## src/rtl/nes_ctrl_reader.sv

```systemverilog
//------------------------------------------------------------------------------
// nes_ctrl_reader
//
// Polls two NES game pads (CD4021 parallel-in/serial-out shift registers) and
// publishes each pad's eight buttons as an active-high byte.
//
// Both pads share one FSM, so their latch and clock pins toggle identically.
// Their Q7 lines are sampled in parallel into two independent shift registers.
//
// Frame sequence:
//   LATCH, SETTLE, then 7 x (CLK_HI, CLK_LO).
//   Each of these phases lasts PULSE_CYCLES clocks.
//   A one-cycle DONE state follows, which publishes the data and pulses
//   data_valid.
//
// Between frames the block idles for POLL_CYCLES clocks.
//
// Bit order as shifted out:
//   0=A, 1=B, 2=Select, 3=Start, 4=Up, 5=Down, 6=Left, 7=Right.
//------------------------------------------------------------------------------
`timescale 1ns/1ps

module nes_ctrl_reader #(
  parameter int PULSE_CYCLES = 600,      // clocks per latch/clock phase, >= 4
  parameter int POLL_CYCLES  = 1666667   // idle clocks between frames, >= 1
) (
  input  logic       clk,
  input  logic       reset,
  input  logic       ctrl1_q7,
  input  logic       ctrl2_q7,
  output logic       pl1,
  output logic       pl2,
  output logic       nclk1,
  output logic       nclk2,
  output logic [7:0] ctrl1_data,
  output logic [7:0] ctrl2_data,
  output logic       data_valid,
  output logic       busy
);

  // One counter serves both the idle poll interval and the per-phase timing,
  // so it is sized for the larger of the two.
  localparam int CNT_MAX = (POLL_CYCLES > PULSE_CYCLES) ? POLL_CYCLES : PULSE_CYCLES;
  localparam int CW      = $clog2(CNT_MAX + 1);

  localparam logic [CW-1:0] PULSE_LAST = CW'(PULSE_CYCLES - 1);
  localparam logic [CW-1:0] POLL_LAST  = CW'(POLL_CYCLES - 1);
  localparam logic [CW-1:0] CNT_ONE    = CW'(1);

  typedef enum logic [2:0] {
    S_IDLE,
    S_LATCH,
    S_SETTLE,
    S_CLK_HI,
    S_CLK_LO,
    S_DONE
  } state_t;

  state_t          state;
  logic [CW-1:0]   cnt;
  logic [2:0]      bit_idx;
  logic [7:0]      shift1;
  logic [7:0]      shift2;
  logic [1:0]      sync1;      // [0] first stage, [1] stage used for sampling
  logic [1:0]      sync2;
  logic            pl_q;
  logic            nclk_q;

  logic            phase_end;
  logic            poll_end;
  logic            press1;
  logic            press2;

  // The pads share one set of timing registers; both pin pairs are driven
  // from the same flops so they can never drift apart.
  assign pl1   = pl_q;
  assign pl2   = pl_q;
  assign nclk1 = nclk_q;
  assign nclk2 = nclk_q;

  // Bring the asynchronous Q7 lines into the clk domain. The reset value is 1,
  // which matches a released button or an unplugged pad (pull-up).
  always_ff @(posedge clk or posedge reset) begin
    if (reset) begin
      sync1 <= 2'b11;
      sync2 <= 2'b11;
    end else begin
      // NOTE: non-blocking assignments let both stages update from the values
      // held before the edge; blocking here would collapse the synchronizer
      // into a single flop.
      sync1 <= {sync1[0], ctrl1_q7};
      sync2 <= {sync2[0], ctrl2_q7};
    end
  end

  // Decode the counter terminal values and convert the active-low pad lines
  // into pressed flags.
  always_comb begin
    // NOTE: every output of this block receives a default first, so no path
    // can leave one unassigned and infer a latch.
    phase_end = 1'b0;
    poll_end  = 1'b0;
    press1    = 1'b0;
    press2    = 1'b0;

    if (cnt == PULSE_LAST) phase_end = 1'b1;
    if (cnt == POLL_LAST)  poll_end  = 1'b1;

    press1 = ~sync1[1];
    press2 = ~sync2[1];
  end

  // Frame sequencer: phase timing, pin generation, sampling and publication.
  always_ff @(posedge clk or posedge reset) begin
    if (reset) begin
      state      <= S_IDLE;
      cnt        <= '0;
      bit_idx    <= '0;
      pl_q       <= 1'b0;
      nclk_q     <= 1'b0;
      busy       <= 1'b0;
      data_valid <= 1'b0;
      ctrl1_data <= '0;
      ctrl2_data <= '0;
      // NOTE: the working shift registers are reset as well. Their contents
      // are always overwritten before use, but clearing them keeps state
      // deterministic after a mid-frame reset.
      shift1     <= '0;
      shift2     <= '0;
    end else begin
      case (state)
        S_IDLE: begin
          if (poll_end) begin
            cnt   <= '0;
            pl_q  <= 1'b1;
            busy  <= 1'b1;
            state <= S_LATCH;
          end else begin
            cnt <= cnt + CNT_ONE;
          end
        end

        // Pads capture their buttons while pl is high.
        S_LATCH: begin
          if (phase_end) begin
            cnt   <= '0;
            pl_q  <= 1'b0;
            state <= S_SETTLE;
          end else begin
            cnt <= cnt + CNT_ONE;
          end
        end

        // Bit 0 (A) is already present on Q7 once the latch drops.
        S_SETTLE: begin
          if (phase_end) begin
            cnt       <= '0;
            shift1[0] <= press1;
            shift2[0] <= press2;
            bit_idx   <= 3'd1;
            nclk_q    <= 1'b1;
            state     <= S_CLK_HI;
          end else begin
            cnt <= cnt + CNT_ONE;
          end
        end

        // The rising nclk edge at entry moves the next bit onto Q7.
        S_CLK_HI: begin
          if (phase_end) begin
            cnt    <= '0;
            nclk_q <= 1'b0;
            state  <= S_CLK_LO;
          end else begin
            cnt <= cnt + CNT_ONE;
          end
        end

        // Sample late in the low phase, well after the shift has settled.
        S_CLK_LO: begin
          if (phase_end) begin
            cnt             <= '0;
            shift1[bit_idx] <= press1;
            shift2[bit_idx] <= press2;

            if (bit_idx == 3'd7) begin
              // Publish the complete byte together with the valid strobe, so
              // both become visible during the single DONE cycle.
              ctrl1_data <= {press1, shift1[6:0]};
              ctrl2_data <= {press2, shift2[6:0]};
              data_valid <= 1'b1;
              busy       <= 1'b0;
              state      <= S_DONE;
            end else begin
              bit_idx <= bit_idx + 3'd1;
              nclk_q  <= 1'b1;
              state   <= S_CLK_HI;
            end
          end else begin
            cnt <= cnt + CNT_ONE;
          end
        end

        S_DONE: begin
          data_valid <= 1'b0;
          cnt        <= '0;
          bit_idx    <= '0;
          state      <= S_IDLE;
        end

        default: begin
          cnt        <= '0;
          bit_idx    <= '0;
          pl_q       <= 1'b0;
          nclk_q     <= 1'b0;
          busy       <= 1'b0;
          data_valid <= 1'b0;
          state      <= S_IDLE;
        end
      endcase
    end
  end

endmodule

```

## config.mk

```make
export PLATFORM = sky130hd
export DESIGN_NAME = nes_ctrl_reader
export DESIGN_NICKNAME = d
export VERILOG_FILES = /design/src/rtl/nes_ctrl_reader.sv
export SDC_FILE = /design/constraint.sdc
export NUM_CORES = 1
export LEC_CHECK = 0
export ABC_CLOCK_PERIOD_IN_PS = 2020
export CORE_ASPECT_RATIO = 0.7
export CORE_MARGIN = 10
export CORE_UTILIZATION = 57
export CTS_CLUSTER_SIZE = 12
export DETAILED_ROUTE_END_ITERATION = 6
export DONT_BUFFER_PORTS = 1
export PLACE_DENSITY = 0.85
export REMOVE_ABC_BUFFERS = 1
export SKIP_LAST_GASP = 1
export SLEW_MARGIN = 20
export SYNTH_ARGS = -nofsm -noshare
export SYNTH_HDL_FRONTEND = slang
export SYNTH_SLANG_ARGS = --single-unit
```

## constraint.sdc

```tcl
create_clock -name clk -period 2.02 [get_ports clk]
set_input_delay 0.303 -clock clk [delete_from_list [all_inputs] [get_ports clk]]
set_output_delay 0.303 -clock clk [all_outputs]
set_load 0.02 [all_outputs]
```

# After elaboration in Yosys (flattened, before gate mapping)
# Cells that the tools add are included.
# word_totals
rom_bits	0
mem_bits_rw	0
in_bits	4
n_memories	0
latchBits	0
out_inout_bits	22
reg_bits	67
# op_classes
addsub	2
n_lt_le_gt_ge	2
n_mul	0
div	0
bitwise	7
mux	39
shift	0
n_eq_ne	15
n_reduce_logical	18
# op_table
cell	count
$mux 21	2
$pmux 21 s2	1
$mux 3	9
$add 21x1->21 const B	1
$eq 21x10->1 const B	1
$eq 21x21->1 const B	1
$bwmux 8	2
$mux 1	16
$reduce_or 4->1	4
$pmux 3 s5	1
$ne 2x2->1 const B	7
$reduce_and 3->1	4
$reduce_and 5->1	2
$eq 3x3->1 const B	3
$pmux 3 s3	1
$reduce_and 4->1	2
$not 1->1	7
$eq 3x2->1 const B	2
$pmux 1 s2	3
$pmux 1 s3	2
$reduce_or 3->1	2
$lt 3x4->1 const B	1
$pmux 1 s4	1
$add 3x1->3 const B	1
7 further kinds	7

# Logic depth before layout (Yosys ltp)
# Gate-level depths: netlist of run 1.
# logic_depth
ltp_word	7
mapped_depth	8
ltp_nobuf	7

# Least setup slack after synthesis of run 1
# No wires, ideal clock.
# synth_path
path_kind	flip-flop to flip-flop
start	register cnt[5]
end	register shift1[3]
setup_ps	124
arrival_time_ps	1972
path_stages_with_launch	6
t_required_ps	1896
path_slack_ps	-76
synth_period_minus_slack_ps	2096
path_cell_list	dfrtp_1 -> or4_4 -> nor3_4 -> nand2_2 -> or4_4 -> mux2i_1
# synth_via
elab_chain_len	3
# synth_rtl
item	line_no	rtl
from (decl)	60	logic [CW-1:0] cnt;
from (signal assigned)	139	cnt <= cnt + CNT_ONE;
from (signal assigned)	150	cnt <= cnt + CNT_ONE;
from (signal assigned)	164	cnt <= cnt + CNT_ONE;
$eq 21x10->1	106	if (cnt == PULSE_LAST) phase_end = 1'b1;
$mux 1	106	
$reduce_and 2->1 (no line)	n/a	
to (signal, indexed assignment)	183	shift1[bit_idx] <= press1;
to (decl)	62	logic [7:0] shift1;
# Every way passes these cells.
# A chain may end at the register's enable or synchronous reset.

# Final worst setup path of run 1
# layout_path
start	register cnt[20]
end	register shift1[3]
# Same word-level chain as after synthesis.

==> results.md, run 1 <==
- I/O Buffers: 0
- Core Util, Final: 0.722
- Main synth FF type: dfrtp_1
- Measured slew at the worst slew-check pin: 0.440 ns
- Fmax: around 480 MHz
- Number of synthesized flops with an enable pin: 0
- Post-synthesis cell area: 3070 µm²
- Clk_lat worst skew: 0.35 ns
- Synth area leader: dfrtp_1
- WS Path Type: register to register
- Die Y: a little over 80 µm
- CP max stage delay: ~0.56 ns
- Starting Density: 0.587
- Initial DRC count: 273
- Final Hold Fails: 0
- Vias in the first global route: 2436
- CP Launch Type: register
- Layout cells sized above 1: 0.259
- Final worst path period share: 1.04
- Total core area: around 5200 µm²
- Antenna violations before repair: 0
- Worst EP arrival: 2.35 ns
- Nets: approximately 350
- Leak: 0.00173 µW
- Top post-synthesis cells by area: dfrtp_1, mux2i_1, nor2_1
- First-pass GRT wire length: ~13000 µm
- Mean Syn Cell Area: roughly 10 µm²
- Min-delay worst type: register to register
- Max cap viols: 0
- Top cells by count, synth: dfrtp_1, nor2_1, nand2_1
- Power per cell area: between 600 and 700 nW/µm²
- CTS tree: yes
- GR Overflow Total: 0
- Slew margin rel.: 0.702
- Final ANT Viol Nets: 0
- Fillers: around 350
- Peak supply drop: about 570 µV
- Htree depth: 3
- Sequential area share after synthesis: 0.531
- Slew Limit Fails: 0
- Largest net degree at the start of global routing: 35
- CP max stage cell: or4_4
- Setup violators final: 34
- # diodes: 0
- Status: finished with violations
- CTS Buf Count: 9
- Final setup margin: -0.0733 ns
- Cells after Synth: about 300
- Cell Chain, Critical Path: or4_4 -> nor3_4 -> nand2_2 -> or4_4 -> mux2i_2
- Vias: between 2000 and 2500
- Synth Warn #: 0
- Routed WL: between 7000 and 8000 µm
- Via density: roughly 6
- GRT Total Usage: 0.190
- CP dominant cell by count: or4_4
- Ports: 26
- Routed wire length per instance: 18.7 µm
- Standard-cell rows: 22
- Post-synth top area share: 0.497
- Post-synth cell types: 47
- Element type at the critical path end: register
- CTS clock-pin slew for the worst setup and hold paths: about 0.070 ns
- Req. time, crit path: 2.28 ns
- Minimum clock period: 2.09 ns
- RSZ-0062 raised after global routing: true
- Fin Clk Skew: ~0.0073 ns
- Area of the die: about 8800 µm²
- Crit-path max FO: 5
- Yosys reg bits: 65
- TritonRoute pass-1 iters: 6
- Drt drc: 0
- Violated checks: negative setup slack
- Post-synth ARST share: 1.00
- Count leader, synth: dfrtp_1
- Hold slack: 0.356 ns
- DP HPWL: ~4700 µm
- Total power: 2530 µW
- Root buf cell: clkbuf_8
- Area grow syn2layout: 22.9%
- Die width: ~110 µm
- Clk sinks: 65
- Max Root-Sink Buffers: 2
- RePlAce Congestion: around 0.9
==> logic make-up (layout without fill, tap and decap cells) <==
family / count (synthesis) / count (layout) / synth area share
AND/OR/NAND/NOR: 118 / 118 / 0.216
AO/OA/AOI/OAI: 38 / 38 / 0.0815
flip-flops: 65 / 65 / 0.531
adder cells (fa/ha/maj): 4 / 4 / 0.0163
XOR/XNOR: 21 / 21 / 0.0599
multiplexers: 15 / 15 / 0.0501
buffers and inverters: 34 / 83 / 0.0452
==> timing repair <==
action / 4_1_cts / 5_1_grt
resized for setup: 12 / 16
setup endpoints to repair: 48 / 57
gates cloned: 0 / 1
hold endpoints to repair: 63 / 0
setup buffers: 4 / 1
hold buffers: 3 / 0
pin swaps: 8 / 2
==> power breakdown <==
part	internal (µW)	leakage, µW	switching (µW)
sequential	1310	0.000880	6.19
clock	669	0.000105	516
combinational	7.22	0.000750	25.9
total	1980	0.00173	548
==> path summary, 6_finish.rpt <==
check | slack (ns) | end | start | cells after the start
max | -0.07 | shift1[3]$_DFFE_PP0P_ | cnt[20]$_DFF_PP0_ | 5
min | 0.36 | sync1[1]$_DFF_PP1_ | sync1[0]$_DFF_PP1_ | 0
max reg2reg | -0.07 | shift1[3]$_DFFE_PP0P_ | cnt[20]$_DFF_PP0_ | 5
min reg2reg | 0.36 | sync1[1]$_DFF_PP1_ | sync1[0]$_DFF_PP1_ | 0
max in group asynchronous | 1.16 | sync1[1]$_DFF_PP1_ | reset | 3
min in group asynchronous | 0.49 | nclk1$_DFFE_PP0P_ | reset | 3
==> registers in the layout, indices dropped and copies added (netlist names) <==
name        cells
state           3
bit_idx         3
shift1          7
busy            1
shift2          7
data_valid      1
sync2           2
nclk1           1
ctrl2_data      8
pl1             1
sync1           2
cnt            21
ctrl1_data      8
==> cell type report <==
cell class | instances | area (µm²) | area share
clock inverters | 4 | 50.0 | 0.0133
repair buffers | 46 | 375 | 0.0995
well taps | 72 | 90.1 | 0.0239
inverters | 21 | 78.8 | 0.0209
clock buffers | 12 | 165 | 0.0438
flip-flops and latches | 65 | 1630 | 0.433
multi-input cells | 196 | 1380 | 0.366
==> cells in the final DEF (no fill, tap or decap), types with 11 or more instances in the layout <==
master,instances
dfrtp_1,60
buf_4,37
xor2_1,12
o21ai_0,17
inv_1,20
nand2_1,25
clkbuf_8,12
nand3_1,13
mux2i_1,11
nor2_1,29
==> critical path, delay by kind of cell, from the launching register on <==
kind	cells	cell delay, ns
simple gates	4	1.39
flops	1	0.38
mux	1	0.23
==> metrics by stage <==
stage / cells / cell area, µm² / worst slack [ns] / setup TNS [ns]
after floorplan: 282 / 3010 / -0.633 / -22.69
after global placement: 391 / 3380 / 0.00396 / 0
after detailed placement: 391 / 3380 / -0.0529 / -0.352
after CTS: 414 / 3710 / -0.0304 / -0.125
after global routing: 416 / 3770 / -0.118 / -3.97
final: 416 / 3770 / -0.0733 / -1.09
==> metal layers <==
layer / part of all wire / GRT usage / vias up / wire (µm)
li1: - / - / 1112 / -
met1: 0.41 / 0.240 / 1183 / 3160
met2: 0.46 / 0.280 / 134 / 3550
met3: 0.10 / 0.0830 / 33 / 801
met4: 0.034 / 0.0798 / 0 / 266
met5: 0 / 0 / - / 0
Power figures use the tool's default switching activity.
==> run 2: changes to the inputs <==
==> constraint.sdc (replaced) <==
create_clock -name clk -period 2.02 [get_ports clk]
set_input_delay 0.303 -clock clk [delete_from_list [all_inputs] [get_ports clk]]
set_output_delay 0.303 -clock clk [all_outputs]
set_load 0.1 [all_outputs]
==> results.md, run 2 (same netlist as run 1, synthesis figures left out) <==
- End of the critical path: shift2[3]$_DFFE_PP0P_
- Crit-path max FO: 5
- Final setup margin: -0.259 ns
- R2r setup slk: -0.26 ns
- Total core area: ~5200 µm²
- Clk_lat worst skew: 0.36 ns
- Area grow syn2layout: 31.1%
- CP dominant cell by count: or4_4
- Most flops, register: cnt
- Final worst path period share: 1.13
- Max Root-Sink Buffers: 2
- Area of the die: approximately 8800 µm²
- Via density: 6.39
- Max cap viols: 0
- Initial DRC count: ~340
- Vias: around 2800
- Cell Chain, Critical Path: or4_4 -> nor2_1 -> buf_4 -> nand2_4 -> or4_4 -> mux2i_1
- Fmax: 439 MHz
- # diodes: 0
- Vias in the first global route: approximately 2700
- Htree depth: 3
- Total power: about 2900 µW
- FF-to-FF Start: cnt[12]$_DFF_PP0_
- Fillers: roughly 300
- GRT Total Usage: 0.207
- Layout cells sized above 1: 0.298
- TNS Setup: -6.37 ns
- Ports: 26
- Slew margin rel.: 0.399
- Largest register FFs: 21
- Leak: 0.00192 µW
- Setup crit start: cnt[12]$_DFF_PP0_
- CTS tree: yes
- Reg2reg path depth: 6
- Violated checks: negative setup slack
- Minimum clock period: around 2.3 ns
- Commonest non-fill, non-tap cell in the layout: dfrtp_1
- Slew Limit Fails: 0
- Die Y: just over 80 µm
- CP Launch Type: register
- First-pass GRT wire length: about 14000 µm
- Multi-input logic area: between 1000 and 1500 µm²
- CTS clock-pin slew for the worst setup and hold paths: ~0.070 ns
- Min-delay worst type: register to register
- Final Hold Fails: 0
- Routed WL: 9280 µm
- Antenna violations before repair: 0
- Power per cell area: ~700 nW/µm²
- Req. time, crit path: around 2.3 ns
- CP max stage delay: around 0.54 ns
- FF+latch area: about 1600 µm²
- CP max stage cell: or4_4
- Drt drc: 0
- Worst reg2reg endpoint: shift2[3]$_DFFE_PP0P_
- Measured slew at the worst slew-check pin: 0.901 ns
- Element type at the critical path end: register
- Starting Density: 0.587
- Setup violators final: between 50 and 60
- DP HPWL: between 4000 and 5000 µm
- TritonRoute pass-1 iters: 6
- CTS Buf Count: 9
- Root buf cell: clkbuf_8
- Standard-cell rows: 22
- Nets: roughly 370
- RePlAce Congestion: 0.902
- I/O Buffers: 0
- Largest net degree at the start of global routing: between 40 and 50
- Status: finished with violations
- Routed wire length per instance: roughly 21 µm
- Setup WS pre-CTS: -0.0898 ns
- Core Util, Final: 0.770
- Most frequent cells in the layout: dfrtp_1, buf_4, nor2_1
- Clk sinks: 65
- Final ANT Viol Nets: 0
- Largest regs: cnt: 21 flops, ctrl1_data: 8 flops, ctrl2_data: 8 flops
- WS Path Type: register to register
- GR Overflow Total: 0
- Peak supply drop: between 600 and 700 µV
- RSZ-0062 raised after global routing: true
- Fin Clk Skew: between 0.006 and 0.007 ns
- Die width: 108 µm
- Hold slack: approximately 0.36 ns
- Worst EP arrival: 2.52 ns
==> run 2: worst min path at each step <==
stage	startpoint	endpoint	slack, ns	depth (start not counted)
after floorplan	ctrl1_q7	sync1[0]$_DFF_PP1_	0.31	0
after global placement	reset	state[1]$_DFFE_PP0P_	0.22	1
after detailed placement	reset	nclk1$_DFFE_PP0P_	0.22	1
after CTS	sync1[0]$_DFF_PP1_	sync1[1]$_DFF_PP1_	0.36	0
after global routing	sync2[0]$_DFF_PP1_	sync2[1]$_DFF_PP1_	0.37	0
final	sync2[0]$_DFF_PP1_	sync2[1]$_DFF_PP1_	0.36	0
==> run 2: what timing repair did <==
item                       4_1_cts  5_1_grt
hold buffers                     3        0
pin swaps                        3        9
hold endpoints to repair        22        0
cloned                           1        2
setup endpoints to repair       39       56
resized for setup               13       21
setup buffers                    2        5
==> run 2: stage by stage <==
stage / area (µm²) / instances
after CTS: 3900 / 428
after floorplan: 3010 / 282
after global routing: 4030 / 435
after detailed placement: 3520 / 406
after global placement: 3520 / 406
final: 4030 / 435
==> run 2: report_power, final <==
| group | internal [µW] | switching, µW | total (µW) |
|---|---|---|---|
| logic | 8.57 | 26.1 | 34.7 |
| registers | 1310 | 7.23 | 1320 |
| clock network | 985 | 541 | 1530 |
| total | 2300 | 575 | 2880 |
==> run 2: final cells by class <==
class                           count  area share
Clock buffer                       10      0.0342
Clock inverter                      6      0.0342
Inverter                           21      0.0196
Multi-Input combinational cell    196       0.343
Sequential cell                    65       0.406
Tap cell                           72      0.0224
Timing Repair Buffer               65       0.140
==> run 2: critical path, delay by kind of cell (launching register included) <==
kind | cells | cell delay, ns
AND/OR/NAND/NOR | 4 | 1.25
multiplexers | 1 | 0.31
buffers and inverters | 1 | 0.20
flip-flops | 1 | 0.40
==> run 2: layer usage <==
layer  track usage  vias up  wire (µm)
li1              -     1148          -
met1         0.250     1357       3520
met2         0.321      215       4130
met3        0.0798       61       1060
met4        0.0997        0        571
met5             0        -          0
==> run 3: changes to the inputs <==
--- a/config.mk
+++ b/config.mk
@@ -7,7 +7,7 @@
 export LEC_CHECK = 0
 export ABC_CLOCK_PERIOD_IN_PS = 2020
 export CORE_ASPECT_RATIO = 0.7
-export CORE_MARGIN = 10
+export CORE_MARGIN = 2
 export CORE_UTILIZATION = 57
 export CTS_CLUSTER_SIZE = 12
 export DETAILED_ROUTE_END_ITERATION = 6
==> results.md, run 3 (same netlist as run 1, synthesis figures left out) <==
- Status: finished with violations
- Violated checks: negative setup slack
- Initial DRC count: approximately 330
- Most flops, register: cnt
- Layout cells sized above 1: 0.294
- CTS tree: yes
- Starting Density: 0.587
- RePlAce Congestion: ~0.96
- Measured slew at the worst slew-check pin: 0.909 ns
- Power per cell area: 618 nW/µm²
- Slew Limit Fails: 0
- Max cap viols: 0
- Clk_lat worst skew: ~0.34 ns
- Most frequent cells in the layout: dfrtp_1, buf_4, nor2_1
- Final worst path period share: 1.00
- Critical path's top delay family: simple AND/OR/NAND/NOR gates
- Area grow syn2layout: 26.6%
- Total core area: about 5200 µm²
- TritonRoute pass-1 iters: 5
- Setup violators final: 1
- Min-delay worst type: register to register
- RSZ-0062 raised after global routing: true
- Crit-path max FO: 8
- Met2 routed WL: between 3000 and 4000 µm
- Antenna violations before repair: 0
- Vias in the first global route: ~2300
- Standard-cell rows: 22
- Fin Clk Skew: approximately 0.0089 ns
- Cell Chain, Critical Path: or4bb_4 -> nor2_4 -> nand4_1 -> buf_6 -> a32o_2 -> a32o_1
- Final instance area: around 3900 µm²
- CTS Buf Count: 9
- Vias: ~2500
- M1 wire length: around 3200 µm
- Clk sinks: 65
- Max Root-Sink Buffers: 2
- # diodes: 0
- DR top layer: met4
- CP max stage cell: or4bb_4
- Die Y: about 65 µm
- Largest regs: cnt: 21 flops, ctrl1_data: 8 flops, ctrl2_data: 8 flops
- DP HPWL: ~4700 µm
- Minimum clock period: around 2.0 ns
- Routed WL: between 7000 and 8000 µm
- Ports: 26
- Die width: 91.7 µm
- Nets: between 300 and 400
- GRT Total Usage: 0.248
- CP Launch Type: register
- Clock power share: 0.438
- CP max stage delay: around 0.57 ns
- Largest net degree at the start of global routing: 41
- Htree depth: 3
- Drt drc: 0
- Largest register FFs: 21
- Via density: 5.81
- Element type at the critical path end: register
- CTS clock-pin slew for the worst setup and hold paths: around 0.070 ns
- I/O Buffers: 0
- Combinational Power Share: 0.014
- Req. time, crit path: about 2.3 ns
- TNS Setup: -0.00512 ns
- Peak supply drop: between 500 and 600 µV
- Commonest non-fill, non-tap cell in the layout: dfrtp_1
- GR Overflow Total: 0
- First-pass GRT wire length: about 11000 µm
- Leak: 0.00182 µW
- Fmax: 494 MHz
- Register share of total power: 0.548
- Final Hold Fails: 0
- DR WL met3: roughly 590 µm
- Final setup margin: -0.00512 ns
- Internal Power: about 1900 µW
- Crit path buffers/inverters: 1
- Slew margin rel.: 0.394
- Worst EP arrival: around 2.3 ns
- Root buf cell: clkbuf_8
- Placed cell area: between 3000 and 4000 µm²
- Final ANT Viol Nets: 0
- Area of the die: 6000 µm²
- WS Path Type: register to register
- Sw Share: 0.217
- P_sw: 520 µW
- Routed wire length per instance: around 17 µm
- Hold slack: around 0.36 ns
[run 3: cell types whose count changed in the layout (fill, tap and decap cells not counted), moves of 2 or more]
cell and change:
bufinv_16 -3, clkinvlp_4 +2, o221ai_2 -2, mux2_4 +2, clkinv_2 +3, buf_4 +2, buf_6 -7, mux2_1 -2
o221ai_1 +2
[run 3: routing by layer]
layer  track usage  vias to the layer above
met2         0.378                      117
met4        0.0821                        0
met1         0.342                     1231
li1              -                     1153
met5             0                        -
met3        0.0791                        8
[run 3: final timing paths]
path | slack (ns) | startpoint | depth (start not counted) | to
max | -0.005 | cnt[7]$_DFF_PP0_ | 6 | bit_idx[1]$_DFFE_PP0P_
min | 0.36 | sync2[0]$_DFF_PP1_ | 0 | sync2[1]$_DFF_PP1_
max reg2reg | -0.005 | cnt[7]$_DFF_PP0_ | 6 | bit_idx[1]$_DFFE_PP0P_
min reg2reg | 0.36 | sync2[0]$_DFF_PP1_ | 0 | sync2[1]$_DFF_PP1_
max in group asynchronous | 0.87 | reset | 3 | sync1[1]$_DFF_PP1_
min in group asynchronous | 0.48 | reset | 2 | ctrl1_data[0]$_DFFE_PP0P_
[run 3: power groups by stage]
stage          Combinational, µW  Sequential (µW)  Clock (µW)
4_1_cts                     36.6             1310        1070
6_report                    34.5             1310        1050
2_1_floorplan               19.5             1340           0
3_5_place_dp                31.9             1340           0
5_1_grt                     40.7             1310        1130
3_3_place_gp                30.6             1340           0
[run 3: per-stage QoR]
stage                     power [µW]  cells  worst slack, ns  utilization
after floorplan                 1360    282           -0.633            -
after detailed placement        1370    408          -0.0893        0.676
final                           2400    432         -0.00512        0.743
after CTS                       2420    427           0.0113        0.724
after global routing            2490    432          -0.0879        0.743
after global placement          1370    408           0.0264        0.676
[run 3: final cells by class]
| type | count | area [µm²] |
|---|---|---|
| sequential | 65 | 1640 |
| tap | 72 | 90.1 |
| inverter | 21 | 78.8 |
| fill | 343 | 1340 |
| timing repair buffer | 62 | 527 |
| clock buffer | 10 | 128 |
| multi-input combinational | 196 | 1370 |
| clock inverter | 6 | 60.1 |
[run 3: timing repair]
item                       in CTS  in global routing
hold endpoints to repair       27                  0
setup buffers                   0                  3
hold buffers                    3                  0
pin swaps                       3                  8
setup endpoints to repair      46                 44
gates cloned                    0                  2
gates resized for setup         7                 18
